$ cat src/rtl/wf_7seg_serial_rx.sv
// Receive end of the 4-digit 7-segment serial link: captures 16-bit scan frames into per-digit
// segment registers. Optional glyph decode is built when WF_7SEG_RX_DECODE_EN is defined.
module wf_7seg_serial_rx #(
  parameter int unsigned SYNC_STAGES = 2,
  parameter int unsigned TIMEOUT     = 65535
) (
  input  logic       clk,
  input  logic       rst_n,
  input  logic       ser_clk,
  input  logic       ser_dout,
  input  logic       ser_load,
  output logic [7:0] seg0,
  output logic [7:0] seg1,
  output logic [7:0] seg2,
  output logic [7:0] seg3,
  output logic [7:0] colon_seg,
  output logic       frame_valid,
  output logic       frame_err,
  output logic       link_stale,
  output logic [3:0] digit0,
  output logic [3:0] digit1,
  output logic [3:0] digit2,
  output logic [3:0] digit3,
  output logic [3:0] digit_ok
);

  // A same-clock source still gets one register stage.
  localparam int unsigned Stages   = (SYNC_STAGES == 0) ? 1 : SYNC_STAGES;
  localparam logic [15:0] TimeoutW = 16'(TIMEOUT);

  localparam logic [1:0] StIdle  = 2'd0;
  localparam logic [1:0] StShift = 2'd1;
  localparam logic [1:0] StCheck = 2'd2;

  logic [Stages-1:0] clk_sync_q, clk_sync_d;
  logic [Stages-1:0] dout_sync_q, dout_sync_d;
  logic [Stages-1:0] load_sync_q, load_sync_d;
  logic [Stages:0]   clk_chain, dout_chain, load_chain;
  logic              clk_s, dout_s, load_s;
  logic              clk_prev_q, load_prev_q;
  logic              clk_rise, load_fall, load_rise;

  logic [1:0]  state_q, state_d;
  logic [15:0] sr_q, sr_d;
  logic [4:0]  cnt_q, cnt_d;
  logic [7:0]  seg_q [5];
  logic [7:0]  seg_d [5];
  logic        valid_q, valid_d;
  logic        err_q, err_d;
  logic [15:0] stale_q, stale_d;
  logic [4:0]  en5;
  logic        en_onehot;
  logic        good;

  always_comb begin
    clk_chain   = {clk_sync_q, ser_clk};
    dout_chain  = {dout_sync_q, ser_dout};
    load_chain  = {load_sync_q, ser_load};
    clk_sync_d  = clk_chain[Stages-1:0];
    dout_sync_d = dout_chain[Stages-1:0];
    load_sync_d = load_chain[Stages-1:0];
  end

  assign clk_s     = clk_sync_q[Stages-1];
  assign dout_s    = dout_sync_q[Stages-1];
  assign load_s    = load_sync_q[Stages-1];
  assign clk_rise  = clk_s & ~clk_prev_q;
  assign load_fall = ~load_s & load_prev_q;
  assign load_rise = load_s & ~load_prev_q;

  // D4 sits in bit 7 of the enable byte; bits 6:4 are pad.
  assign en5       = {sr_q[7], sr_q[3:0]};
  assign en_onehot = (en5 != 5'd0) && ((en5 & (en5 - 5'd1)) == 5'd0);
  assign good      = (cnt_q == 5'd16) && (sr_q[6:4] == 3'b000) && en_onehot;

  always_comb begin
    state_d = state_q;
    sr_d    = sr_q;
    cnt_d   = cnt_q;
    valid_d = 1'b0;
    err_d   = 1'b0;
    for (int i = 0; i < 5; i++) seg_d[i] = seg_q[i];
    unique case (state_q)
      StIdle: begin
        if (load_fall) begin
          state_d = StShift;
          sr_d    = '0;
          cnt_d   = '0;
        end
      end
      StShift: begin
        if (clk_rise) begin
          sr_d = {sr_q[14:0], dout_s};
          if (cnt_q != 5'd17) cnt_d = cnt_q + 5'd1;
        end
        if (load_rise) state_d = StCheck;
      end
      StCheck: begin
        state_d = StIdle;
        if (good) begin
          valid_d = 1'b1;
          for (int i = 0; i < 5; i++) begin
            if (en5[i]) seg_d[i] = sr_q[15:8];
          end
        end else begin
          err_d = 1'b1;
        end
      end
      default: state_d = StIdle;
    endcase
  end

  always_comb begin
    if (valid_q) stale_d = '0;
    else if (stale_q != 16'hFFFF) stale_d = stale_q + 16'd1;
    else stale_d = stale_q;
  end

  always_ff @(posedge clk or negedge rst_n) begin
    if (!rst_n) begin
      clk_sync_q  <= '0;
      dout_sync_q <= '0;
      load_sync_q <= '1;
      clk_prev_q  <= 1'b0;
      load_prev_q <= 1'b1;
      state_q     <= StIdle;
      sr_q        <= '0;
      cnt_q       <= '0;
      for (int i = 0; i < 5; i++) seg_q[i] <= 8'hFF;
      valid_q     <= 1'b0;
      err_q       <= 1'b0;
      stale_q     <= 16'hFFFF;
    end else begin
      clk_sync_q  <= clk_sync_d;
      dout_sync_q <= dout_sync_d;
      load_sync_q <= load_sync_d;
      clk_prev_q  <= clk_s;
      load_prev_q <= load_s;
      state_q     <= state_d;
      sr_q        <= sr_d;
      cnt_q       <= cnt_d;
      for (int i = 0; i < 5; i++) seg_q[i] <= seg_d[i];
      valid_q     <= valid_d;
      err_q       <= err_d;
      stale_q     <= stale_d;
    end
  end

  assign seg0        = seg_q[0];
  assign seg1        = seg_q[1];
  assign seg2        = seg_q[2];
  assign seg3        = seg_q[3];
  assign colon_seg   = seg_q[4];
  assign frame_valid = valid_q;
  assign frame_err   = err_q;
  assign link_stale  = (stale_q >= TimeoutW);

`ifdef WF_7SEG_RX_DECODE_EN
  // Returns {ok, digit}; DP is ignored, and 6/B share a pattern that decodes to 6.
  function automatic logic [4:0] glyph_dec(input logic [6:0] s);
    case (s)
      7'h40:   glyph_dec = {1'b1, 4'h0};
      7'h79:   glyph_dec = {1'b1, 4'h1};
      7'h24:   glyph_dec = {1'b1, 4'h2};
      7'h30:   glyph_dec = {1'b1, 4'h3};
      7'h19:   glyph_dec = {1'b1, 4'h4};
      7'h12:   glyph_dec = {1'b1, 4'h5};
      7'h03:   glyph_dec = {1'b1, 4'h6};
      7'h78:   glyph_dec = {1'b1, 4'h7};
      7'h00:   glyph_dec = {1'b1, 4'h8};
      7'h18:   glyph_dec = {1'b1, 4'h9};
      7'h08:   glyph_dec = {1'b1, 4'hA};
      7'h46:   glyph_dec = {1'b1, 4'hC};
      7'h21:   glyph_dec = {1'b1, 4'hD};
      7'h06:   glyph_dec = {1'b1, 4'hE};
      7'h0E:   glyph_dec = {1'b1, 4'hF};
      default: glyph_dec = {1'b0, 4'hF};
    endcase
  endfunction

  logic [4:0] dec0, dec1, dec2, dec3;
  assign dec0     = glyph_dec(seg_q[0][6:0]);
  assign dec1     = glyph_dec(seg_q[1][6:0]);
  assign dec2     = glyph_dec(seg_q[2][6:0]);
  assign dec3     = glyph_dec(seg_q[3][6:0]);
  assign digit0   = dec0[3:0];
  assign digit1   = dec1[3:0];
  assign digit2   = dec2[3:0];
  assign digit3   = dec3[3:0];
  assign digit_ok = {dec3[4], dec2[4], dec1[4], dec0[4]};
`else
  assign digit0   = 4'h0;
  assign digit1   = 4'h0;
  assign digit2   = 4'h0;
  assign digit3   = 4'h0;
  assign digit_ok = 4'h0;
`endif

endmodule
$ cat config.mk
export PLATFORM = sky130hd
export DESIGN_NAME = wf_7seg_serial_rx
export DESIGN_NICKNAME = d
export VERILOG_FILES = /design/src/rtl/wf_7seg_serial_rx.sv
export SDC_FILE = /design/constraint.sdc
export NUM_CORES = 1
export LEC_CHECK = 0
export ABC_AREA = 1
export ABC_CLOCK_PERIOD_IN_PS = 2300
export CAP_MARGIN = 20
export CORE_ASPECT_RATIO = 0.7
export CORE_UTILIZATION = 54
export DETAILED_ROUTE_END_ITERATION = 12
export PLACE_DENSITY = 0.8
export SYNTH_ARGS = -nofsm -noshare
export SYNTH_HDL_FRONTEND = slang
export SYNTH_SLANG_ARGS = --single-unit
$ cat constraint.sdc
create_clock -name clk -period 2.3 [get_ports clk]
set_clock_uncertainty 0.15 [all_clocks]
set_input_delay 0.23 -clock clk [delete_from_list [all_inputs] [get_ports clk]]
set_output_delay 0.23 -clock clk [all_outputs]
set_load 0.1 [all_outputs]
* Word level (Yosys, flattened, before mapping)
Cells that the tools add are included.
Widths: inputs -> output; s select.
** Operators by class
- Eq/ne operators :: 9
- Bitwise operators :: 7
- Muxes and demuxes :: 16
- Reductions and logical operators :: 17
- Add/subtract/negate cells :: 3
- Order comparisons :: 1
** Operators with widths (count)
- $mux 16 :: 4
- $pmux 16 s2 :: 1
- $reduce_and 3->1 :: 6
- $add 16x1->16 const B :: 1
- $ge 16x16->1 const B :: 1
- $ne 16x16->1 const B :: 1
- $mux 5 :: 3
- $pmux 5 s2 :: 1
- $ne 2x2->1 const B :: 4
- $add 5x1->5 const B :: 1
- $and 5x5->5 :: 1
- $eq 5x5->1 const B :: 1
- $logic_not 5->1 :: 1
- $ne 5x5->1 const B :: 1
- $reduce_bool 5->1 :: 1
- $sub 5x1->5 const B :: 1
- $mux 1 :: 4
- $mux 2 :: 2
- $pmux 2 s2 :: 1
- $reduce_and 4->1 :: 1
- $reduce_bool 2->1 :: 2
- $and 1x1->1 :: 3
- $logic_and 1x1->1 :: 3
- $logic_not 3->1 :: 1
- other kinds (5) :: 7
** Word-level totals
- Logic and storage cells :: 69
- Output and inout bits :: 63
- Register bits :: 89

* Depth between registers and ports, before layout
Gate-level depths: netlist (run 1).
- Depth in word-level cells :: 7
- Gate-level depth with buffers :: 9
- Mapped depth without buffers :: 9

* Worst setup path before layout (run 1)
No wires, ideal clock.
- Path type :: register to register
- Start point :: reg stale_q[0]
- End point :: reg stale_q[1]
- Buffers on the path :: 0
- Required time :: 2086 ps
- Slack :: -1 ps
- Clock period less this slack :: 2301 ps
- Data arrival time :: 2087 ps
- Stages on the path, launching flop included :: 8
- Library setup time :: 64 ps
- Cell sequence :: dfstp_2 > ha_1 > nand3_1 > nor2_2 > nand3_1 > inv_1 > nand3_1 > nand2_1
** Between the ends
- Cells in the longest elaborated chain, start to end :: 3
- Elaborated cells on any way between the ends :: 5
- Those cells by class :: add/sub: 1; eq/ne: 1; mux: 2; reduce/logical: 1
** Ends and longest elaborated chain
- from (decl) :: RTL line 50 : logic [15:0] stale_q, stale_d;
- from (signal assigned) :: RTL line 145 : stale_q <= stale_d;
- $add 16x1->16 :: RTL line 115 : else if (stale_q != 16'hFFFF) stale_d = stale_q + 16'd1;
- $mux 16 :: RTL line 115
- $mux 16 :: RTL line 114 : if (valid_q) stale_d = '0;
Parallel ways exist; a longest one is shown, timed or not. The select of a mux whose other input is x is not followed.
A chain may end at the register's enable or synchronous reset.

* Final worst setup path (run 1)
- Start point :: reg stale_q[10]
- End point :: out link_stale
** Between the ends
- Cells in the longest elaborated chain, start to end :: 1
** Ends and longest elaborated chain
- $ge 16x16->1 :: RTL line 156 : assign link_stale = (stale_q >= TimeoutW);
- to (decl) :: RTL line 19 : output logic link_stale,
No other way between the ends.

==> results of run 1 <==
==> area by class of cell <==
cell class | count | area [um2]
Sequential cell | 89 | 2300
Fill cell | 617 | 2750
Timing Repair Buffer | 58 | 470
Tap cell | 101 | 126
Multi-Input combinational cell | 310 | 1760
Inverter | 40 | 159
Clock buffer | 9 | 225
Clock inverter | 7 | 77.6
==> power breakdown <==
part / internal [mW] / switching (mW) / total [mW]
clock: 0.853 / 0.637 / 1.49
combinational: 0.124 / 0.449 / 0.573
sequential: 1.62 / 0.0848 / 1.70
total: 2.60 / 1.17 / 3.77
==> placed cells by master (no fill, tap or decap), drive strengths merged, types with 2 or more instances in the layout <==
cell           synthesis  routed
dfrtp                 30      30
o31ai                  3       3
clkbuf                 3       9
or2                    2       2
ha                     4       4
a31oi                  2       2
o22ai                 14      14
dfstp                 59      59
nand4                 51      51
clkinvlp               0       2
buf                   35      54
nor2                  27      27
conb                   1      20
nand2                136     136
o21ai                 12      12
clkdlybuf4s50          0       3
nor3                   4       4
xor2                   5       5
clkinv                 0       2
a21oi                  2       2
xnor2                  2       2
nand3                 24      24
inv                   40      42
==> flip-flops by register name, summed over array words and instances, names as in the netlist, 5 cells and up <==
signal and flops:
sr_q 16, stale_q 16, colon_seg 8, seg0 8, seg1 8, seg2 8, seg3 8, cnt_q 5
==> through the flow <==
stage / instance area, um2 / hold slack (ns) / worst slack (ns) / cells
after floorplan: 4480 / -0.216 / 0.239 / 477
after global placement: 4750 / 0.112 / 0.246 / 595
after detailed placement: 4750 / 0.121 / 0.177 / 595
after CTS: 5090 / 0.136 / 0.0173 / 613
after global routing: 5120 / 0.136 / 0.00454 / 614
final: 5120 / 0.138 / 0.0686 / 614
==> logic make-up (layout without fill, tap and decap cells) <==
kind of cell             after synthesis  in the layout
other                                  1             20
XOR/XNOR                               7              7
AND/OR/NAND/NOR                      245            245
adder cells (fa/ha/maj)                4              4
buffers and inverters                 78            114
flip-flops                            89             89
AO/OA/AOI/OAI                         34             34
==> repair_timing <==
item | in CTS | in global routing
hold buffers | 1 | 0
endpoints found under the hold margin | 13 | 0
setup buffers | 1 | 1
resized for setup | 5 | 2
setup endpoints to repair | 1 | 1
pin swaps | 0 | 1
==> per-layer routing <==
metal  part of all wire  global-route usage
met5                  0                   0
met4              0.020              0.0960
met3              0.060              0.0622
met2               0.45               0.349
met1               0.47               0.349
==> final timing paths <==
path / end / slack (ns) / depth (start not counted)
hold reg to reg: load_sync_q[1]$_DFF_PN1_ / 0.21 / 0
hold / removal: load_sync_q[0]$_DFF_PN1_ / 0.14 / 1
setup reg to reg: seg2[1]$_DFFE_PN1P_ / 0.22 / 8
max in group asynchronous: seg1[0]$_DFFE_PN1P_ / 1.03 / 3
setup / recovery: link_stale / 0.07 / 5
min in group asynchronous: dout_sync_q[1]$_DFF_PN0_ / 0.30 / 2
==> results.toml, run 1 <==
[timing]
period_needed_ns = 2.23
relSlewSlack = 0.616
rsz0062_at_grt = "no"
fin_crit_sh = 0.970
setup_viol = 0
fin_tns_setup_ns = 0
max_freq_mhz = 448
worstMarginPinSlew_ns = 0.576
hold_violations = 0
finalMaxSlewViolations = 0

[die]
rows = 27
ios = 68
coreArea_um2 = 7870
die_height_um = 77.6
dieWidth_um = 110
dieArea_um2 = 8530
start_util = 0.560

[outcome]
outcome = "complete, no violations"

[drt]
drtIter0Drc = 232
drc_errors = 0
vias_per_cell = 5.42
dr.pass1.iters = 5
drtAntennaViolNets = 0
vias = 3329
routed_wl_um = 9400
wl_per_cell_um = 15.3

[hold_path]
hold_start = "ser_load"
hold_class = "input port to flip-flop"

[synthesis]
synth_edf_count = 0
synth_xor_xnor_area_share = 0.0139
synthArstFlopShare = 1.00
synthSimpleGateAreaFrac = 0.301
synth_area_leaders = "dfstp_2 (35%), dfrtp_1 (17%), nand2_1 (11%)"
syn_area_um2 = 4400
syn_inst = 458
synth_compound_area_frac = 0.0455
yosysTopAreaCell = "dfstp_2"
synth_flop_cell = "dfstp_2"
synth.avg_cell_area_um2 = 9.62
yosysUniqueCellTypes = 35
muxShareOfSynthArea = 0
yosys.area_share.adder = 0.0114
ys_ff_latch = 89
ys.warnings.count = 0
synth_most_common_cell = "nand2_1"
synth_seq_area_share = 0.522
synth_top_family_by_area = "simple AND/OR/NAND/NOR gates"
synth_common_cells = "nand2_1 (125), dfstp_2 (59), nand4_1 (46), inv_1 (35), dfrtp_1 (30)"
yosysTopAreaCellShare = 0.352

[finish]
synthToLayoutAreaGrowth_pct = 16.2
fin_nets = 517
antenna_cells = 0
final_util = 0.650
drive_above_1_share = 0.327

[critical_path]
crit_chain = "inv_1, nor3_1, nand3_4, clkinvlp_4, buf_12"
r2r_start = "sr_q[2]$_DFFE_PN0P_"
cp_data_arrival_time_ns = 1.85
worstPathBufferInverterCount = 3
cp-startpoint = "stale_q[10]$_DFFE_PN1P_"
start_kind = "flip-flop"
critical_path_class = "flip-flop to primary output"
slowest_stage = "dfstp_2"
path_delay_family = "simple AND/OR/NAND/NOR gates"
cp_max_fo = 5
critPathMaxStageDelay_ns = 0.55
end_kind = "primary output"
crit_required_ns = 1.92

[power]
vdd_drop_max_v = 0.000394
power_leakage_nw = 2.44
p_total_mw = 3.77
p_per_area_nw_per_um2 = 736

[clocking]
clock_path_buffers = 2
clock_latency_ns = 0.35
cts-htree-levels = 3
cts_root_buf = "clkbuf_16"
tritoncts = "done"
numCtsBuffers = 9
numClockSinks = 89
clk_pin_slew_ns = 0.06

[global_route]
grt_pass1_wl_um = 15400
gr-total-overflow = 0
grt_pass1_vias = 3075
grt_max_degree = 46
grt_util_all_layers = 0.243
antenna_found_initial = 0

[run]
drv_cap = 0

[place]
io_buffers = 47
dpl.hpwl_um = 6300
gp_congestion = 0.863
Power figures use the tool's default switching activity.
==> run 2: changes to the inputs <==
--- a/config.mk
+++ b/config.mk
@@ -9,9 +9,9 @@
 export ABC_CLOCK_PERIOD_IN_PS = 2300
 export CAP_MARGIN = 20
 export CORE_ASPECT_RATIO = 0.7
-export CORE_UTILIZATION = 54
+export CORE_UTILIZATION = 38
 export DETAILED_ROUTE_END_ITERATION = 12
-export PLACE_DENSITY = 0.8
+export GPL_TIMING_DRIVEN = 0
 export SYNTH_ARGS = -nofsm -noshare
 export SYNTH_HDL_FRONTEND = slang
 export SYNTH_SLANG_ARGS = --single-unit
==> results.toml, run 2 (synthesized netlist as in run 1, its figures left out) <==
[hold_path]
hold_class = "input port to flip-flop"

[drt]
vias_per_cell = 4.88
dr.pass1.iters = 4
routed_wl_um = 9940
wl_per_cell_um = 14.2
drtAntennaViolNets = 0
drtIter0Drc = 182
drc_errors = 0
vias = 3406

[finish]
fillCellCount = 1071
largestRegisters = "sr_q (16), stale_q (16)"
final_common_cell = "nand2_1"
ff_latch_area_um2 = 2300
drive_above_1_share = 0.286
final_util = 0.493
mostFrequentLayoutCells = "nand2_1 (125), dfstp_2 (59), nand4_1 (46)"
fin_nets = 549
multiInputGateArea_um2 = 1760
antenna_cells = 0
layout.cells.non_filler = 698
synthToLayoutAreaGrowth_pct = 24.7

[place]
gp_congestion = 0.878
dpl.hpwl_um = 7040
io_buffers = 47
placedCellCount = 678

[clocking]
clock_path_buffers = 2
cts_root_buf = "clkbuf_16"
tritoncts = "done"
numCtsBuffers = 9
numClockSinks = 89
cts-htree-levels = 3
clock_latency_ns = 0.35
clk_pin_slew_ns = 0.07

[critical_path]
critical_path_class = "flip-flop to primary output"
worstPathBufferInverterCount = 2
cp_data_arrival_time_ns = 1.84
critPathMaxStageDelay_ns = 0.59
cp_max_fo = 5
crit_chain = "ha_4, nand3_2, nor2_4, nand3_4, clkinvlp_4, buf_12"
slowest_stage = "dfstp_2"
path_delay_family = "flip-flops"
end_kind = "primary output"
start_kind = "flip-flop"
crit_required_ns = 1.92

[global_route]
gr-total-overflow = 0
grt_pass1_vias = 3280
grt_pass1_wl_um = 16400
antenna_found_initial = 0
grt_util_all_layers = 0.179
grt_max_degree = 47

[outcome]
outcome = "complete, no violations"

[die]
coreArea_um2 = 11100
die_height_um = 92.1
start_util = 0.396
dieWidth_um = 131
dieArea_um2 = 12000
rows = 32
ios = 68

[timing]
relSlewSlack = 0.345
finalMaxSlewViolations = 0
hold_violations = 0
max_freq_mhz = 451
setup_viol = 0
worstMarginPinSlew_ns = 0.986
period_needed_ns = 2.22
fin_crit_sh = 0.965

[run]
drv_cap = 0

[power]
power_leakage_nw = 2.73
vdd_drop_max_v = 0.000441
p_total_mw = 3.75
p_per_area_nw_per_um2 = 683
[run 2: changes by cell type in the layout (fill, tap and decap cells not counted), sizes merged]
cell | before | now
bufinv | 1 | 0
clkdlybuf4s50 | 3 | 4
inv | 42 | 43
clkbuf | 9 | 12
buf | 54 | 41
dlygate4sd2 | 0 | 41
[run 2: cell type report]
cell class,count,area share
Inverter,40,0.0289
Multi-Input combinational cell,310,0.320
Buffer,38,0.0558
Tap cell,153,0.0349
Clock inverter,7,0.0114
Clock buffer,9,0.0410
Timing Repair Buffer,52,0.0887
Sequential cell,89,0.419
[run 2: report_power, final]
group,leakage [nW],internal [mW],switching [mW]
logic,1.58,0.167,0.489
registers,1.01,1.62,0.0529
clock network,0.139,0.755,0.670
[run 2: final timing paths]
kind,cells after the start,end,startpoint,slack (ns)
max reg2reg,7,stale_q[9]$_DFFE_PN1P_,stale_q[0]$_DFFE_PN1P_,0.34
max,6,link_stale,stale_q[0]$_DFFE_PN1P_,0.08
min in group asynchronous,2,frame_valid$_DFF_PN0_,rst_n,0.28
min,1,load_sync_q[0]$_DFF_PN1_,ser_load,0.14
max in group asynchronous,3,seg3[5]$_DFFE_PN1P_,rst_n,1.03
min reg2reg,0,load_sync_q[1]$_DFF_PN1_,load_sync_q[0]$_DFF_PN1_,0.21
[run 2: what timing repair did]
item / 4_1_cts / 5_1_grt
pin swaps: 1 / 1
setup endpoints to repair: 42 / 1
setup buffers: 0 / 3
hold endpoints to repair: 2 / 0
resized for setup: 56 / 2
gates cloned: 0 / 0
hold buffers: 1 / 0
[run 2: metal layers]
metal | vias up | share of wire | GRT usage
met2 | 88 | 0.42 | 0.251
met5 | - | 0 | 0
met1 | 1647 | 0.51 | 0.264
met4 | 0 | 0.0080 | 0.0527
li1 | 1662 | - | -
met3 | 9 | 0.059 | 0.0525
[run 2: worst reg2reg max path: stages (launching register included)]
cell	delay (ns)
dfstp_2	0.59
ha_4	0.18
nand3_2	0.12
nor2_4	0.19
buf_4	0.14
nand4_1	0.11
clkbuf_1	0.26
o21ai_0	0.14
[run 2: per-stage QoR]
step	cell area, um2	setup TNS [ns]	setup WS, ns	hold slack (ns)
floorplan	4480	0	0.239	-0.216
global placement	5140	-143.54	-2.29	0.187
detailed placement	5170	-0.795	-0.795	0.121
CTS	5450	0	0.0109	0.135
global route	5490	-0.00244	-0.00244	0.149
finish	5490	0	0.0812	0.144
